<file path="src/rtl/ps2_kbd_tx.sv">
// ps2_kbd_tx: device-side PS/2 keyboard transmitter.
// Buffers scan-code bytes in a small FIFO and sends each one as an 11-bit
// PS/2 frame (start 0, data LSB first, odd parity, stop 1). The block
// generates both ps2_clk and ps2_data.
//
// Ports:
//   clk       system clock, rising edge
//   clrn      asynchronous active-low reset
//   wr_en     push wr_data into the FIFO this cycle
//   wr_data   scan-code byte to send
//   full      FIFO holds 2^ADDR_W entries
//   empty     FIFO holds 0 entries
//   overflow  sticky, set by a write while full
//   busy      frame or inter-frame gap in progress
//   done      one-cycle pulse at the end of a frame's stop bit
//   ps2_clk   generated PS/2 clock, idle high
//   ps2_data  generated PS/2 data, idle high
module ps2_kbd_tx #(
    parameter int unsigned CLK_HALF = 50,
    parameter int unsigned GAP      = 200,
    parameter int unsigned ADDR_W   = 3
) (
    input  logic       clk,
    input  logic       clrn,
    input  logic       wr_en,
    input  logic [7:0] wr_data,
    output logic       full,
    output logic       empty,
    output logic       overflow,
    output logic       busy,
    output logic       done,
    output logic       ps2_clk,
    output logic       ps2_data
);

    localparam int unsigned DEPTH  = 1 << ADDR_W;
    localparam int unsigned CNT_W  = ADDR_W + 1;
    // A zero-length gap is treated as one cycle so the GAP state is always visited.
    localparam int unsigned GAP_N  = (GAP < 1) ? 1 : GAP;
    localparam int unsigned PH_MAX = (CLK_HALF > GAP_N) ? CLK_HALF : GAP_N;
    localparam int unsigned PH_W   = $clog2(PH_MAX);

    localparam logic [PH_W-1:0] PH_HALF_LAST = PH_W'(CLK_HALF - 1);
    localparam logic [PH_W-1:0] PH_GAP_LAST  = PH_W'(GAP_N - 1);

    localparam logic [1:0] S_IDLE = 2'd0;
    localparam logic [1:0] S_HIGH = 2'd1;
    localparam logic [1:0] S_LOW  = 2'd2;
    localparam logic [1:0] S_GAP  = 2'd3;

    // FIFO storage and control
    logic [7:0]        mem [DEPTH];
    logic [ADDR_W-1:0] wr_ptr;
    logic [ADDR_W-1:0] rd_ptr;
    logic [CNT_W-1:0]  count;
    logic [CNT_W-1:0]  count_nxt;
    logic              push_c;
    logic              pop_c;
    logic [7:0]        head;

    // FSM state
    logic [1:0]        state;
    logic [1:0]        state_nxt;
    logic [PH_W-1:0]   phase;
    logic [PH_W-1:0]   phase_nxt;
    logic [10:0]       shreg;
    logic [10:0]       shreg_nxt;
    logic [3:0]        bitcnt;
    logic [3:0]        bitcnt_nxt;

    // Next values of the registered outputs
    logic              clk_nxt;
    logic              data_nxt;
    logic              busy_nxt;
    logic              done_nxt;

    // A write while full is dropped, regardless of a same-cycle pop.
    assign push_c    = wr_en & ~full;
    assign head      = mem[rd_ptr];
    assign count_nxt = count + CNT_W'(push_c) - CNT_W'(pop_c);

    // FIFO pointers, occupancy and flags
    always_ff @(posedge clk or negedge clrn) begin
        if (!clrn) begin
            wr_ptr   <= '0;
            rd_ptr   <= '0;
            count    <= '0;
            full     <= 1'b0;
            empty    <= 1'b1;
            overflow <= 1'b0;
        end else begin
            if (push_c) wr_ptr <= wr_ptr + ADDR_W'(1);
            if (pop_c)  rd_ptr <= rd_ptr + ADDR_W'(1);
            count <= count_nxt;
            full  <= (count_nxt == CNT_W'(DEPTH));
            empty <= (count_nxt == '0);
            if (wr_en && full) overflow <= 1'b1;
        end
    end

    // FIFO data array (no reset needed; contents are qualified by count)
    always_ff @(posedge clk) begin
        if (push_c) mem[wr_ptr] <= wr_data;
    end

    // State register and registered outputs
    always_ff @(posedge clk or negedge clrn) begin
        if (!clrn) begin
            state    <= S_IDLE;
            phase    <= '0;
            shreg    <= '1;
            bitcnt   <= '0;
            ps2_clk  <= 1'b1;
            ps2_data <= 1'b1;
            busy     <= 1'b0;
            done     <= 1'b0;
        end else begin
            state    <= state_nxt;
            phase    <= phase_nxt;
            shreg    <= shreg_nxt;
            bitcnt   <= bitcnt_nxt;
            ps2_clk  <= clk_nxt;
            ps2_data <= data_nxt;
            busy     <= busy_nxt;
            done     <= done_nxt;
        end
    end

    // Next-state, datapath and output logic
    always_comb begin
        state_nxt  = state;
        phase_nxt  = phase + PH_W'(1);
        shreg_nxt  = shreg;
        bitcnt_nxt = bitcnt;
        pop_c      = 1'b0;

        case (state)
            S_IDLE: begin
                phase_nxt = '0;
                if (!empty) begin
                    pop_c      = 1'b1;
                    shreg_nxt  = {1'b1, ~^head, head, 1'b0};
                    bitcnt_nxt = '0;
                    state_nxt  = S_HIGH;
                end
            end
            S_HIGH: begin
                if (phase == PH_HALF_LAST) begin
                    phase_nxt = '0;
                    state_nxt = S_LOW;
                end
            end
            S_LOW: begin
                if (phase == PH_HALF_LAST) begin
                    phase_nxt = '0;
                    if (bitcnt == 4'd10) begin
                        state_nxt = S_GAP;
                    end else begin
                        // Shifting here means ps2_data only moves on HIGH entry.
                        shreg_nxt  = {1'b1, shreg[10:1]};
                        bitcnt_nxt = bitcnt + 4'd1;
                        state_nxt  = S_HIGH;
                    end
                end
            end
            S_GAP: begin
                if (phase == PH_GAP_LAST) begin
                    phase_nxt = '0;
                    state_nxt = S_IDLE;
                end
            end
            default: begin
                phase_nxt = '0;
                state_nxt = S_IDLE;
            end
        endcase

        // Outputs follow the current state one register stage later, so the
        // end of the stop bit (done) lines up with the final ps2_clk rise.
        clk_nxt  = (state != S_LOW);
        data_nxt = ((state == S_HIGH) || (state == S_LOW)) ? shreg[0] : 1'b1;
        busy_nxt = (state != S_IDLE);
        done_nxt = (state == S_GAP) && (phase == '0);
    end

endmodule

</file>
<file path="config.mk">
export PLATFORM = sky130hd
export DESIGN_NAME = ps2_kbd_tx
export DESIGN_NICKNAME = d
export VERILOG_FILES = /design/src/rtl/ps2_kbd_tx.sv
export SDC_FILE = /design/constraint.sdc
export NUM_CORES = 1
export LEC_CHECK = 0
export BUFFER_PORTS_ARGS = -buffer_cell sky130_fd_sc_hd__buf_4
export CAP_MARGIN = 20
export CORE_MARGIN = 2
export CORE_UTILIZATION = 60
export DETAILED_ROUTE_END_ITERATION = 8
export PLACE_DENSITY = 0.84
export SLEW_MARGIN = 20
export SYNTH_ARGS = -nofsm -noshare
export SYNTH_HDL_FRONTEND = slang
export SYNTH_SLANG_ARGS = --single-unit
</file>
<file path="constraint.sdc">
create_clock -name clk -period 8 [get_ports clk]
set_clock_uncertainty 0.05 [all_clocks]
set_input_delay 1.2 -clock clk [delete_from_list [all_inputs] [get_ports clk]]
set_output_delay 1.2 -clock clk [all_outputs]
set_load 0.005 [all_outputs]
</file>
# Yosys cells after proc, flatten, opt, wreduce, memory -nomap -nowiden
# Memories as Yosys holds them, arrays and structs flattened.
# Index checks and enable logic that the tools add are counted.
# totals
regBits	42
mem_bits_rw	64
memories	1
# memory_table
name	depth	word_bits	read_ports	rd_clocked_by_memory_dff	write_ports	line	source
mem	8	8	1	0	1	52	logic [7:0] mem [DEPTH];
# op_classes
n_addsub	6
n_eq_ne	13
muxes	22
n_bitwise	2
reduce_logical	12
# ops
operator	n
11-bit 2-to-1 mux	3
8-bit case mux with 3 select lines	1
11-bit case mux with 2 select lines	1
8-bit 2-to-1 mux	2
4-bit 2-to-1 mux	3
2-bit inequality test, second input constant	6
2-bit 2-to-1 mux	5
8-bit by 1-bit adder with 8-bit output, second input constant	1
4-bit equality test, second input constant	2
8-bit by 6-bit equality test with 1-bit output, second input constant	1
8-bit equality test, second input constant	1
8-bit logical NOT	1
2-bit case mux with 4 select lines	1
4-bit case mux with 2 select lines	1
4-bit AND reduction	2
8-bit XNOR reduction	1
3-bit by 1-bit adder with 3-bit output, second input constant	2
1-bit 2-to-1 mux	5
4-bit by 1-bit adder with 4-bit output	1
4-bit by 1-bit adder with 4-bit output, second input constant	1
2-bit equality test, second input constant	2
4-bit logical NOT	1
2-bit nonzero test	2
4-bit by 1-bit subtractor with 4-bit output	1
other kinds (7)	8

# Depth between registers and ports, before layout
# logic_depth
ltp_word	5
ltp_mapped	12

# Worst setup path before layout
# No wires, ideal clock.
# synth_path
path_type	input to register
startpoint	input wr_en
endpoint	register full
setup_time_ns	0.073
arrival_ns	3.112
required_ns	7.877
slack_ns	4.765
stages	10
path_buffers	0
cell_sequence	nor2b_1 inv_1 ha_1 inv_1 ha_1 inv_1 fa_1 clkinv_1 or3_1 nor2b_1
# synth_between
elab_chain_len	4
# synth_rtl
item	line	source
start, declared	25	input logic wr_en,
1-bit AND	78	assign push_c = wr_en & ~full;
4-bit by 1-bit adder with 4-bit output	80	assign count_nxt = count + CNT_W'(push_c) - CNT_W'(pop_c);
4-bit by 1-bit subtractor with 4-bit output	80	
net count_nxt[1]	56	logic [CNT_W-1:0] count_nxt;
4-bit equality test	95	full <= (count_nxt == CNT_W'(DEPTH));
end signal, assigned	95	
end, declared	27	output logic full,
# The timed path passes the listed nets, and every way through them passes these cells.
# A chain may end at the register's enable or synchronous reset.

# Final worst setup path
# Ends and elaborated chain as after synthesis.

==> impl_summary.md <==
CTS
The total clock buffers created by CTS is 9. The clock tree from TritonCTS is yes. The number of post-CTS setup repair buffers is 0. The number of buffers inserted for hold repair after clock tree synthesis is 0.

Counting every sink on the clock net gives 105. No sink is reached through more buffers than the 2 on the longest clock path. The clock insertion delay at the later pin of the skew report is 370 ps. The number of gates given a new drive strength after cts is 0. The total number of H-tree levels is 3.

Clock-pin slew was measured on the worst setup and hold paths at 110 ps. The root buffer cell chosen for the clock tree is sky130_fd_sc_hd__clkbuf_8.

Detailed routing
The routed wire length is 7190 um. The number of DRC markers in iteration 0 is 101. The count of antenna-violating nets left after detailed routing is 0. The residual DRC count is 0. Before antenna repair, the detailed router went through 4 iterations. The via-per-instance ratio is 5.592. The average wire per cell in the routed design is 16.88 um.

The routed layout has 2382 vias.

STA
The worst slew margin relative to its limit is 0.3277. At the pin with the least slew margin, the transition time is 1006 ps. The shortest clock period the worst path allows after layout is 3082 ps.

The maximum achievable frequency is 324.4 MHz. Setup repair after global routing left no endpoint under its margin. The number of setup violations in the final report is 0.

The count of final max-slew check failures came to 0. Of the available clock period, the critical path in the final layout requires 0.3853. The final count of hold timing violations is 0.

In the final timing run, aggregate negative setup slack is 0 ps.

Yosys
Synthesis inferred 105 register bits. Counting distinct cell types in the post-synthesis netlist gives 42. Sorting the synthesized cells by area gives the leading types as sky130_fd_sc_hd__edfxtp_1 (42%), sky130_fd_sc_hd__dfrtp_1 (15%), sky130_fd_sc_hd__dfstp_2 (7.4%). The sequential share of the synthesized area is 0.6448. The mean post-synth cell area is 15.32 sq um. The summed instance area of the synthesized netlist is 4597 sq um. Of the post-synthesis cell area, the dominant cell type holds 0.4181. Among all cell types in the netlist, the one instantiated most often is sky130_fd_sc_hd__edfxtp_1. Among all flip-flop cells after synthesis, the most frequent one is sky130_fd_sc_hd__edfxtp_1. When the netlist entered floorplanning its net count stood at 328. The synthesized design spends more area on one cell type than any other, namely sky130_fd_sc_hd__edfxtp_1.

In the synthesized netlist the async set-or-reset flop fraction comes to 0.3905. During synthesis, Yosys emitted a total of 0 warnings. The gate count after technology mapping is 300. Counting instances in the post-synthesis netlist gives the leading cell types as sky130_fd_sc_hd__edfxtp_1 (64), sky130_fd_sc_hd__dfrtp_1 (28), sky130_fd_sc_hd__nand2_1 (22).

In this run, synthesis inferred 64 flip-flops with an integrated enable.

Worst hold path
The min-delay analysis places its worst path in the category flop to flop. The terminating pin of the worst hold path is overflow. The cell count of the worst hold path is 1. The start point of the worst min-delay path is overflow.

Global routing
The initial antenna violation count is 0. Entering global routing, the biggest net connects 42 pins. Across every metal layer, demand over resource in global routing totals 0.1899. The overflow left after global routing is 0. The via count of the first global-routing pass is 2352. The wire length of the first global-routing pass is 11970 um.

Worst setup path
The critical-path maximum fanout is 6. The worst register-to-register path begins at state[0]. In this run the critical register-to-register path is captured at bitcnt[3]. STA classifies the critical path startpoint as an input pin. At the worst endpoint, the required time is 8250 ps. The worst register-to-register path has a depth of 8. The worst path arrival time is 3330 ps.

The reg-to-reg setup timing slack is 5060 ps. The type of the worst setup path is input pin to flop. The critical path endpoint category is a flop.

Pwr
The overall power after layout is 1.220 mW. The maximum ir drop on the vdd rail is 0.1685 mV. For this design the ratio of total power to cell area is 243.3 nW/um^2.

The leakage power total is 1.873 nW.

Placed design
The final weighted congestion in routability-driven placement is 0.8160. During placement, the flow inserted port buffers numbering 17. The half-perimeter wire length of the detailed placement result is 4926 um.

Cells and area
In the final layout, the share of cells above drive strength 1 is 0.2141. For this run, the post-layout net count is 350. Relative to the synthesized area, the layout overhead comes to 9.037%. 0 antenna diodes ended up in the layout.

Run status
The run finished with clean final reports.

Run
The number of maximum-capacitance violations is 0.

Die
In this run the vertical extent of the chip is 91.53 um. The floorplan step defined a die boundary enclosing 8378 sq um. The region available for standard cell placement spans 7331 sq um. After floorplanning, the core was divided into 31 placement rows.

The starting density of the core is 0.6271. In this run the count of I/O pins placed on the die edge is 18. The width of the chip is 91.53 um.
[worst max-delay path, stage by stage]
cell and delay (ps):
sky130_fd_sc_hd__buf_4 80, sky130_fd_sc_hd__nor2b_1 350, sky130_fd_sc_hd__inv_1 90, sky130_fd_sc_hd__ha_1 300, sky130_fd_sc_hd__inv_1 60, sky130_fd_sc_hd__ha_1 150
sky130_fd_sc_hd__inv_1 50, sky130_fd_sc_hd__fa_1 480, sky130_fd_sc_hd__clkinv_1 70, sky130_fd_sc_hd__or3_1 380, sky130_fd_sc_hd__nor2b_1 110
[state kept, by name, summed over array words and instances, names as in the netlist]
| signal | count |
|---|---|
| mem | 64 |
| shreg | 10 |
| phase | 8 |
| bitcnt | 4 |
| count | 4 |
| rd_ptr | 3 |
| wr_ptr | 3 |
| state | 2 |
| busy | 1 |
| done | 1 |
| empty | 1 |
| full | 1 |
| overflow | 1 |
| ps2_clk | 1 |
| ps2_data | 1 |
[placed cells by master, fill, tap and decap left out, types with 2 or more instances in the layout]
cell,netlist,routed
sky130_fd_sc_hd__inv_1,14,14
sky130_fd_sc_hd__xor2_1,9,9
sky130_fd_sc_hd__inv_6,0,2
sky130_fd_sc_hd__clkinv_8,0,2
sky130_fd_sc_hd__ha_1,16,16
sky130_fd_sc_hd__nand2b_1,4,4
sky130_fd_sc_hd__o21ai_0,5,5
sky130_fd_sc_hd__o21ai_1,11,11
sky130_fd_sc_hd__dfrtp_1,28,28
sky130_fd_sc_hd__and3_1,3,3
sky130_fd_sc_hd__mux2i_4,3,3
sky130_fd_sc_hd__clkbuf_8,0,9
sky130_fd_sc_hd__nand2_1,22,22
sky130_fd_sc_hd__mux4_2,9,9
sky130_fd_sc_hd__nor2b_1,2,2
sky130_fd_sc_hd__a21oi_1,7,7
sky130_fd_sc_hd__dfstp_2,13,13
sky130_fd_sc_hd__buf_4,1,19
sky130_fd_sc_hd__mux2i_1,5,5
sky130_fd_sc_hd__a21o_1,3,3
sky130_fd_sc_hd__nor3_1,5,5
sky130_fd_sc_hd__nand3_1,7,7
sky130_fd_sc_hd__edfxtp_1,64,64
sky130_fd_sc_hd__nor2_1,21,21
sky130_fd_sc_hd__mux2_2,8,8
sky130_fd_sc_hd__xnor2_1,12,12
sky130_fd_sc_hd__mux4_1,7,7
[through the flow]
stage,instances,utilization,hold WS [ps],area (sq um),setup WS [ps]
floorplan,300,-,401.0,4597,4765
global placement,410,0.6551,390.1,4802,4598
detailed placement,410,0.6551,395.6,4802,4491
CTS,426,0.6837,424.0,5012,4903
global route,426,0.6837,456.1,5012,4725
finish,426,0.6837,420.8,5012,4918
[metal layers]
layer,routed length [um],global-route usage
met3,275,0.04730
met5,0,0
met4,81,0.05303
met1,3141,0.2446
met2,3691,0.3223
[power by group]
group | total [mW] | switching (mW) | internal, mW
clock | 0.329 | 0.202 | 0.127
sequential | 0.692 | 0.0328 | 0.660
combinational | 0.198 | 0.107 | 0.0908
total | 1.22 | 0.341 | 0.878
[worst max path at each step]
| stage | slack, ps | to | cells after the start | start |
|---|---|---|---|---|
| final | 4920 | full | 11 | wr_en |
| after global routing | 4730 | empty | 11 | wr_en |
| after CTS | 4900 | full | 11 | wr_en |
| after detailed placement | 4490 | full | 11 | wr_en |
| after global placement | 4600 | full | 11 | wr_en |
| after floorplan | 4760 | full | 10 | wr_en |
[final cells by class]
class / instances / area [sq um]
Fill cell: 499 / 2318
Clock buffer: 9 / 123.9
Timing Repair Buffer: 19 / 142.6
Inverter: 16 / 60.06
Multi-Input combinational cell: 171 / 1511
Sequential cell: 105 / 2964
Clock inverter: 7 / 86.33
Tap cell: 99 / 123.9
[cell families (layout without fill, tap and decap cells)]
family | Yosys count | count (layout) | share of synthesized area
flops | 105 | 105 | 0.6448
mux | 33 | 33 | 0.1317
compound gates | 29 | 29 | 0.03511
simple gates | 70 | 70 | 0.07050
xor+xnor | 22 | 22 | 0.04355
fa+ha+maj | 17 | 17 | 0.04790
buf+inv | 24 | 51 | 0.02640
Note: power is estimated with default switching activity, not from simulation.
